**src/rtl/demux_router.sv**
```systemverilog
// Registered 1-to-N demultiplexer with a one-word holding register and valid/ready handshake per channel.
// Each word is steered by an explicit select or by a round-robin pointer. Words sent to an invalid select are dropped and counted.
module demux_router #(
    parameter int WIDTH    = 13,
    parameter int CHANNELS = 7,
    parameter int SEL_W    = 3
) (
    input  logic                      clk,
    input  logic                      rst_n,
    input  logic                      mode,
    input  logic [SEL_W-1:0]          select,
    input  logic [WIDTH-1:0]          in_value,
    input  logic                      in_valid,
    output logic                      in_ready,
    output logic [CHANNELS*WIDTH-1:0] out_value,
    output logic [CHANNELS-1:0]       out_valid,
    input  logic [CHANNELS-1:0]       out_ready,
    output logic [SEL_W-1:0]          cur_chan,
    output logic                      drop_err,
    output logic [7:0]                drop_count
);

    localparam logic [SEL_W:0]   LP_CHANNELS = (SEL_W+1)'(CHANNELS);
    localparam logic [SEL_W-1:0] LP_LAST     = SEL_W'(CHANNELS - 1);

    logic [WIDTH-1:0]    r_value [CHANNELS];
    logic [CHANNELS-1:0] r_valid;
    logic [SEL_W-1:0]    r_ptr;
    logic                r_drop_err;
    logic [7:0]          r_drop_count;

    logic [SEL_W-1:0]    w_target;
    logic                w_in_range;
    logic [CHANNELS-1:0] w_free;
    logic                w_target_free;
    logic                w_accept;
    logic                w_drop;
    logic [CHANNELS-1:0] w_fill;

    assign w_target   = mode ? r_ptr : select;
    assign w_in_range = {1'b0, w_target} < LP_CHANNELS;
    // A full channel whose consumer takes its word this cycle can be refilled in the same cycle.
    assign w_free     = ~r_valid | out_ready;

    always_comb begin
        w_target_free = 1'b0;
        for (int k = 0; k < CHANNELS; k++) begin
            if (w_target == SEL_W'(k)) begin
                w_target_free = w_free[k];
            end
        end
    end

    assign in_ready = ~w_in_range | w_target_free;
    assign w_accept = in_valid & in_ready;
    assign w_drop   = w_accept & ~w_in_range;

    generate
        for (genvar gi = 0; gi < CHANNELS; gi++) begin : g_chan
            assign w_fill[gi] = w_accept & (w_target == SEL_W'(gi));
            assign out_value[gi*WIDTH +: WIDTH] = r_value[gi];
        end
    endgenerate

    always_ff @(posedge clk or negedge rst_n) begin
        if (!rst_n) begin
            r_valid <= '0;
            for (int k = 0; k < CHANNELS; k++) begin
                r_value[k] <= '0;
            end
        end else begin
            for (int k = 0; k < CHANNELS; k++) begin
                if (w_fill[k]) begin
                    r_valid[k] <= 1'b1;
                    r_value[k] <= in_value;
                end else if (out_ready[k]) begin
                    r_valid[k] <= 1'b0;
                end
            end
        end
    end

    always_ff @(posedge clk or negedge rst_n) begin
        if (!rst_n) begin
            r_ptr        <= '0;
            r_drop_err   <= 1'b0;
            r_drop_count <= '0;
        end else begin
            r_drop_err <= w_drop;
            if (w_drop && (r_drop_count != 8'hFF)) begin
                r_drop_count <= r_drop_count + 8'd1;
            end
            if (w_accept && mode) begin
                r_ptr <= (r_ptr == LP_LAST) ? '0 : r_ptr + 1'b1;
            end
        end
    end

    assign out_valid  = r_valid;
    assign cur_chan   = w_target;
    assign drop_err   = r_drop_err;
    assign drop_count = r_drop_count;

endmodule

```
**config.mk**
```make
export PLATFORM = sky130hd
export DESIGN_NAME = demux_router
export DESIGN_NICKNAME = d
export VERILOG_FILES = /design/src/rtl/demux_router.sv
export SDC_FILE = /design/constraint.sdc
export NUM_CORES = 1
export LEC_CHECK = 0
export CORE_ASPECT_RATIO = 1.75
export CORE_MARGIN = 1
export CORE_UTILIZATION = 50
export DETAILED_ROUTE_END_ITERATION = 6
export PLACE_DENSITY = 0.88
export SKIP_CTS_REPAIR_TIMING = 1
export SLEW_MARGIN = 20
export SYNTH_ARGS = -nofsm -noshare
export SYNTH_HDL_FRONTEND = slang
export SYNTH_SLANG_ARGS = --single-unit
```
**constraint.sdc**
```tcl
create_clock -name clk -period 7.2 [get_ports clk]
set_input_delay 1.44 -clock clk [delete_from_list [all_inputs] [get_ports clk]]
set_output_delay 1.44 -clock clk [all_outputs]
set_load 0.03 [all_outputs]
```
; Word level (Yosys, flattened, before mapping)
; Index checks and enable logic that the tools add are counted.
[totals]
in_bits = 27
register_bits = 110
word_cells = 74
out_inout_bits = 111
[op_classes]
mux = 23
eq_ne = 8
magnitude_cmp = 1
reduce_logical = 10
bitwise_logic = 13
addsub = 2
[op_table]
columns = cell, n
row1 = $mux W1, 21
row2 = $reduce_bool A2 Y1, 7
row3 = $eq A3 B3 Y1 const B, 4
row4 = $and A1 B1 Y1, 9
row5 = $add A8 B1 Y8 const B, 1
row6 = $ne A8 B8 Y1 const B, 1
row7 = $not A7 Y7, 1
row8 = $or A7 B7 Y7, 1
row9 = $eq A3 B2 Y1 const B, 2
row10 = $mux W3, 2
row11 = $add A3 B1 Y3 const B, 1
row12 = $eq A3 B1 Y1 const B, 1
row13 = $logic_not A3 Y1, 1
row14 = $lt A3 B3 Y1 const B, 1
row15 = $logic_and A1 B1 Y1, 2
row16 = $not A1 Y1, 1
row17 = $or A1 B1 Y1, 1

; Longest topological paths before layout
; Gate-level depths: netlist (run 1).
[logic_depth]
depth_word = 13
mapped_depth = 10
ltp_nobuf = 7

; Worst setup path after synthesis (run 1)
; Ideal clock, no wire load.
[synth_timing]
path_kind = input port to output port
startpoint = input port mode
endpoint = output port in_ready
arrival_ps = 3550
slack_ps = 2210
path_stages = 6
n_path_buf = 1
required_time_ps = 5760
path_cell_list = buf_4 > mux2i_4 > inv_1 > or4_4 > and2_1 > o21ai_0
[synth_between]
elab_chain_cells = 10
word_cells_on_any_way = 18
classes_between = order compare (1) / eq/ne (6) / mux (8) / bitwise (2) / reduce/logical (1)
[synth_lines]
columns = element, line
row1 = from (decl), 10  ; input logic mode,
row2 = $mux W3 (*), 40  ; assign w_target = mode ? r_ptr : select;
row3 = via cur_chan[2], 18  ; output logic [SEL_W-1:0] cur_chan,
row4 = $logic_not A3 Y1, 48  ; if (w_target == SEL_W'(k)) begin
row5 = $mux W1 (7 in a row), 48
row6 = $or A1 B1 Y1 (*), 54  ; assign in_ready = ~w_in_range | w_target_free;
row7 = to (decl), 14  ; output logic in_ready,
; Mark *: on every way through the listed nets, which the timed path passes. The rest lies on a longest branch.

; Final worst setup path (run 1)
[layout_timing]
startpoint = input port mode
endpoint = output port in_ready
[layout_between]
elab_chain_cells = 10
word_cells_on_any_way = 18
classes_between = order compare (1) / eq/ne (6) / mux (8) / bitwise (2) / reduce/logical (1)
[layout_lines]
columns = element, line
row1 = $mux W3 (*), 40
row2 = $logic_not A3 Y1, 48
row3 = $mux W1 (7 in a row), 48
row4 = $or A1 B1 Y1 (*), 54
; Every way passes the cells marked *; elsewhere a longest branch is shown, timed or not.

==> summary.txt, run 1 <==
Route
  – Post-detailed-routing wire length: roughly 11000 um
  – Antenna viol nets, final: 0
  – Via count: approximately 2900
  – Vias per inst: about 5.3
  – Starting DRC count in detailed routing: 45
  – 1st-pass router iterations: 4
  – Drt wl/cell: roughly 20 um
  – DRC violations left: 0

CTS
  – TritonCTS clock tree: built
  – H-tree levels: 3
  – Maximum count of clock buffers along a single path: 2
  – Clock buffer count from CTS: 9
  – Clock Root Buffer: clkbuf_16
  – Clock latency at the later pin of the worst-skew pair: between 0.3 and 0.4 ns
  – Count of clock tree sinks: 110
  – Clock input transition at the sequential cells of the worst setup and hold paths: roughly 0.070 ns

Die
  – Die extent in y: between 100 and 150 um
  – Total I/O pin count: 138
  – Initial cell density of the core: between 50 and 60%
  – Total Die Area: approximately 9300 um2
  – Placeable core region: roughly 8700 um2
  – Number of placement rows: between 40 and 50
  – Die outline width: between 70 and 80 um

Layout
  – Most common cell after layout, fill and taps aside: clkdlybuf4s50_1
  – Final instance area: about 6200 um2
  – Fraction of layout cells with a size suffix above 1: ~29%
  – Net count, final: between 400 and 500
  – Leading cell types in the layout, fill and taps excluded: clkdlybuf4s50_1 (136), dfrtp_1 (110), mux2_2 (85)
  – Register area: approximately 2800 um2
  – Fill cells: just over 600
  – Core Util, Final: a little under three quarters
  – Antenna cell count: 0
  – Multi-input gate area in the final layout: 1624 um2
  – P&R area growth vs syn: 39.45%

STA
  – Number of failing setup endpoints in the final timing report: 0
  – Hold Slack: ~0.48 ns
  – Unrepaired setup endpoints after global routing: false
  – Max-Slew Margin vs Limit: between 30 and 40%
  – Setup Total Neg Slack: 0 ns
  – Final period util: ~80%
  – Peak clock frequency supported by timing: between 150 and 200 MHz
  – Max-slew violations: 0
  – Fin. Hold Viols: 0
  – Clock Skews: 0.01030 ns
  – Slew at the pin closest to its max-slew limit: about 0.90 ns
  – Fin crit period: around 5.7 ns

Placement
  – Placed wire-length estimate after detailed placement: roughly 7600 um
  – Standard cell area after detailed placement: 5918 um2
  – Gp weighted congestion: approximately 0.83
  – Port Buffers: 137

Synth
  – Simple-gate portion of the synthesized area: 6.136%
  – Main combinational cell family by area after synthesis: multiplexers
  – Post-synthesis mux area share: a little over a quarter
  – Synth top area cells: dfrtp_1 (62%), mux2_2 (21%), mux2_4 (3.7%)
  – Avg Cell Area, Syn: between 15 and 20 um2
  – Compound-cell area share of the yosys netlist: about 2.4%
  – Share of synthesized cell area in full adder, half adder and majority cells: less than 1%
  – Post-synth net total: 320
  – Synth Cell Area: about 4500 um2
  – Synth top area share: approximately three fifths
  – Portion of the post-synthesis area used by sequential elements: between 60% and 70%
  – Xor and xnor area share after synthesis: 1.373%
  – Post-synth top area cell: dfrtp_1
  – Synthesized instance count: 292
  – Distinct cell type count of the synthesized netlist: 36
  – YS warnings: 0
  – Seq cells post-synth: 110

Global routing
  – Vias in the first global route: approximately 3200
  – Total congestion overflow: 0
  – Maximum number of pins on one net before global-route repair: 62
  – Global-route wire length before repair: between 15000 and 20000 um
  – Number of antenna violations at the first check in global routing: 0
  – Overall routing resource usage: between 20% and 30%

Pwr
  – Relative contribution of the clock network to total power: 15.6%
  – Net switching power figure: approximately 1.3 mW
  – Leak pwr: around 2.7 nW
  – Fraction of power consumed by sequential logic: approximately 33%
  – Total power after layout: about 3.2 mW
  – Combinational Power Share: about half
  – VDD IR max: 0.0003517 V
  – Share of total power consumed by net switching: approximately two fifths
  – Total power density per cell area: a little over 500 nW/um2
  – Cell Int Power: 1.934 mW

Critical path
  – Most frequent cell on the critical path: clkdlybuf4s50_1
  – Critical-path maximum fanout: 8
  – Worst-path cell with the longest stage delay: clkdlybuf4s50_1
  – Critical setup path kind: input port to output pin
  – List of cells traversed by the critical path: clkdlybuf4s50_1 > mux2i_4 > inv_1 > or4_4 > and2_1 > o21ai_0 > clkdlybuf4s50_1
  – Required time worst endpoint: 5.76 ns
  – Worst Setup Start Kind: input port
  – Crit-path max cell delay: roughly 0.76 ns
  – Data arrival time of the critical path: 4.30 ns
  – CP endpoint kind: output pin

Run
  – Maximum capacitance violations: 0

Worst hold path
  – Worst Hold Class: register to register

Outcome
  – Status: complete, no violations
[path summary, 6_finish.rpt]
check                                   start             to  slack [ns]  cells past startpoint
worst max-delay path                     mode       in_ready        1.46                      7
worst min-delay path            drop_count[5]  drop_count[5]        0.48                      1
worst max register to register       r_ptr[2]  out_value[24]        4.33                      6
worst min register to register  drop_count[5]  drop_count[5]        0.48                      1
max in group asynchronous               rst_n  out_value[54]        4.90                      2
min in group asynchronous               rst_n  out_value[58]        1.12                      1
[synthesized netlist by cell type, drive strengths merged]
cell type,number
and2,2
inv,5
and4,1
mux2,96
or2,1
dfrtp,110
xor2,3
and3,4
o221a,1
or4,1
buf,9
a211o,1
nand4,5
a311oi,1
clkbuf,2
o2bb2ai,1
ha,1
nand3,8
a21oi,2
o2111ai,1
nor2b,2
nand2,12
xnor2,4
nor2,6
a21o,2
nand2b,5
o21ai,2
a31oi,2
mux2i,2
[state kept, by name, indices dropped and copies added (netlist names)]
name        cells
out_valid       7
out_value      91
drop_count      8
r_ptr           3
drop_err        1
[routing by layer]
metal | share of wire (%) | track usage [%] | routed length (um)
met5 | 0 | 0 | 0
met2 | 57 | 45.22 | 6217
met4 | 1.6 | 9.276 | 172
met1 | 37 | 27.50 | 4001
met3 | 4.6 | 4.890 | 505
[power by group through the flow]
stage | Sequential, mW | Clock, mW | Combinational [mW]
finish | 1.07 | 0.501 | 1.65
detailed placement | 1.08 | 0 | 1.65
floorplan | 1.60 | 0 | 0.396
global route | 1.10 | 0.531 | 1.71
CTS | 1.07 | 0.510 | 1.66
global placement | 1.06 | 0 | 1.62
[cells by family after synthesis]
kind of cell	Yosys count
AO/OA/AOI/OAI	13
AND/OR/NAND/NOR	47
XOR/XNOR	7
flip-flops	110
multiplexers	98
buffers and inverters	16
adder cells (fa/ha/maj)	1
[worst max-delay path: cells and delay by family]
family,cells,cell delay (ns)
muxes,1,0.41
buffers and inverters,3,1.60
AOI/OAI and AO/OA,1,0.15
and+or+nand+nor,2,0.70
[final cells by class]
cell class	count	share of cell area (%)
Multi-Input combinational cell	166	26.08
Clock buffer	11	4.059
Sequential cell	110	44.20
Clock inverter	5	0.9042
Inverter	5	0.3014
Timing Repair Buffer	138	22.10
Tap cell	117	2.351
[metrics by stage]
stage               setup WS [ns]  instances
global placement            1.537        536
floorplan                   2.210        292
finish                      1.455        552
CTS                         1.460        552
detailed placement          1.465        536
global route                1.269        552
(Power assumes the default switching activity.)
==> inputs of run 2 (changes only) <==
--- a/config.mk
+++ b/config.mk
@@ -7,9 +7,9 @@
 export LEC_CHECK = 0
 export CORE_ASPECT_RATIO = 1.75
 export CORE_MARGIN = 1
-export CORE_UTILIZATION = 50
+export CORE_UTILIZATION = 42
 export DETAILED_ROUTE_END_ITERATION = 6
-export PLACE_DENSITY = 0.88
+export PLACE_DENSITY = 0.79
 export SKIP_CTS_REPAIR_TIMING = 1
 export SLEW_MARGIN = 20
 export SYNTH_ARGS = -nofsm -noshare
==> constraint.sdc (replaced) <==
create_clock -name clk -period 5 [get_ports clk]
set_input_delay 1 -clock clk [delete_from_list [all_inputs] [get_ports clk]]
set_output_delay 1 -clock clk [all_outputs]
set_load 0.03 [all_outputs]
==> run 2 against run 1 <==
Effect of this change: worst setup slack lost 1.3 ns; sequential power grew 44%; clock-buffer cell count rose by 1; die area rose by 19%; via count increased by 0.95%; routed wire length up 5.2%; critical path depth is the same; cell count rose by 2.4%; combinational power is 44% higher; core utilization decreased by 11 points; non-clock buffer count is 3 higher; power increased by 44%; critical path type unchanged; critical endpoint unchanged.
==> summary.txt, run 2 (same netlist as run 1, synthesis figures left out) <==
Outcome
  – Status: complete, no violations

Worst hold path
  – Worst Hold Class: register to register
  – Worst Hold Path Cells: 1
  – Startpoint of the lowest-slack hold path: drop_count[5]

STA
  – Clock Skews: 0.005959 ns
  – Final worst-path setup slack: approximately 0.16 ns
  – Final period util: between 90% and 100%
  – Max-slew violations: 0
  – Setup Total Neg Slack: 0 ns
  – Slew at the pin closest to its max-slew limit: roughly 0.9 ns
  – Fin crit period: roughly 4.8 ns
  – Hold Slack: 0.4817 ns
  – Peak clock frequency supported by timing: slightly above 200 MHz
  – Number of failing setup endpoints in the final timing report: 0
  – Fin. Hold Viols: 0
  – Unrepaired setup endpoints after global routing: false
  – Max-Slew Margin vs Limit: about two fifths

Layout
  – Flip-flop count of the largest register, all copies and words added: just over 90
  – Fill cells: 810
  – Antenna cell count: 0
  – Most common cell after layout, fill and taps aside: clkdlybuf4s50_1
  – Fraction of layout cells with a size suffix above 1: 29.00%
  – P&R area growth vs syn: 40.15%
  – Multi-input gate area in the final layout: 1624 um2
  – Final std cells w/o fill: between 500 and 600
  – Leading cell types in the layout, fill and taps excluded: clkdlybuf4s50_1 (136), dfrtp_1 (110), mux2_2 (85)
  – Net count, final: 461
  – Register area: roughly 2800 um2

Global routing
  – Overall routing resource usage: between 20% and 30%
  – Global-route wire length before repair: between 15000 and 20000 um
  – Maximum number of pins on one net before global-route repair: approximately 80
  – Total congestion overflow: 0
  – Number of antenna violations at the first check in global routing: 0
  – Vias in the first global route: around 3200

CTS
  – Clock buffer count from CTS: 9
  – Clock Root Buffer: clkbuf_16
  – Count of clock tree sinks: 110
  – Clock input transition at the sequential cells of the worst setup and hold paths: approximately 0.07 ns
  – TritonCTS clock tree: built
  – H-tree levels: 3
  – Maximum count of clock buffers along a single path: 2
  – Clock latency at the later pin of the worst-skew pair: 0.34 ns

Critical path
  – Launching point of the worst reg2reg path: r_ptr[0]
  – Beginning of the critical path: mode
  – Critical-path maximum fanout: 6
  – Data arrival time of the critical path: ~3.8 ns
  – Critical setup path kind: input port to output pin
  – Worst Setup Start Kind: input port
  – Required time worst endpoint: roughly 4 ns
  – CP endpoint kind: output pin
  – R2R depth: 8

Placement
  – Port Buffers: ~140
  – Cell count after placement: around 550
  – Gp weighted congestion: 0.8396
  – Placed wire-length estimate after detailed placement: roughly 8300 um
  – Pre-CTS worst setup slack: 0.1886 ns

Die
  – Number of placement rows: 49
  – Die outline width: between 70 and 80 um
  – Total Die Area: roughly 11000 um2
  – Initial cell density of the core: 43.36%
  – Die extent in y: between 100 and 150 um
  – Total I/O pin count: about 140
  – Placeable core region: between 10000 and 15000 um2

Route
  – DRC violations left: 0
  – Via count: around 3000
  – Vias per inst: about 5.3
  – Antenna viol nets, final: 0
  – Drt wl/cell: about 20 um
  – Post-detailed-routing wire length: 11460 um
  – Starting DRC count in detailed routing: 144
  – 1st-pass router iterations: 5

Run
  – Maximum capacitance violations: 0

Pwr
  – Total power after layout: 4.639 mW
  – VDD IR max: ~0.00042 V
  – Total power density per cell area: 741.2 nW/um2
  – Leak pwr: ~2.7 nW
-- run 2: final cells by class --
type                    instances  area share, %
well taps                     127          2.539
clock buffers                  12          4.098
clock inverters                 4         0.7197
flip-flops and latches        110          43.98
repair buffers                141          22.41
multi-input cells             166          25.95
inverters                       5         0.2999
-- run 2: routing by layer --
layer	vias to the layer above	share of wire [%]	GRT usage, %
li1	1314	-	-
met1	1522	36	23.60
met2	101	56	40.17
met3	30	3.6	3.366
met4	0	4.2	12.31
met5	-	0	0
-- run 2: critical path: stages --
cell and delay [ns]:
clkdlybuf4s50_1 0.67, mux2i_4 0.38, inv_1 0.14, or4_4 0.55
and2_1 0.17, o21ai_0 0.21, clkdlybuf4s50_1 0.70
-- run 2: worst paths after layout --
path / to / slack [ns]
setup reg to reg: out_value[24] / 2.21
min in group asynchronous: out_value[62] / 0.68
hold / removal: drop_count[5] / 0.48
max in group asynchronous: out_valid[3] / 3.40
hold reg to reg: drop_count[5] / 0.48
setup / recovery: in_ready / 0.16
-- run 2: report_power, final --
part           leakage [nW]  switching [mW]  internal (mW)
registers              1.35           0.249           1.29
clock network         0.152           0.302          0.413
logic                  1.23            1.30           1.08
total                  2.73            1.85           2.78
-- run 2: metrics by stage --
| step | area [um2] | util [%] |
|---|---|---|
| after floorplan | 4466 | - |
| after global placement | 5953 | 57.80 |
| after detailed placement | 5953 | 57.80 |
| after CTS | 6255 | 60.73 |
| after global routing | 6259 | 60.76 |
| final | 6259 | 60.76 |
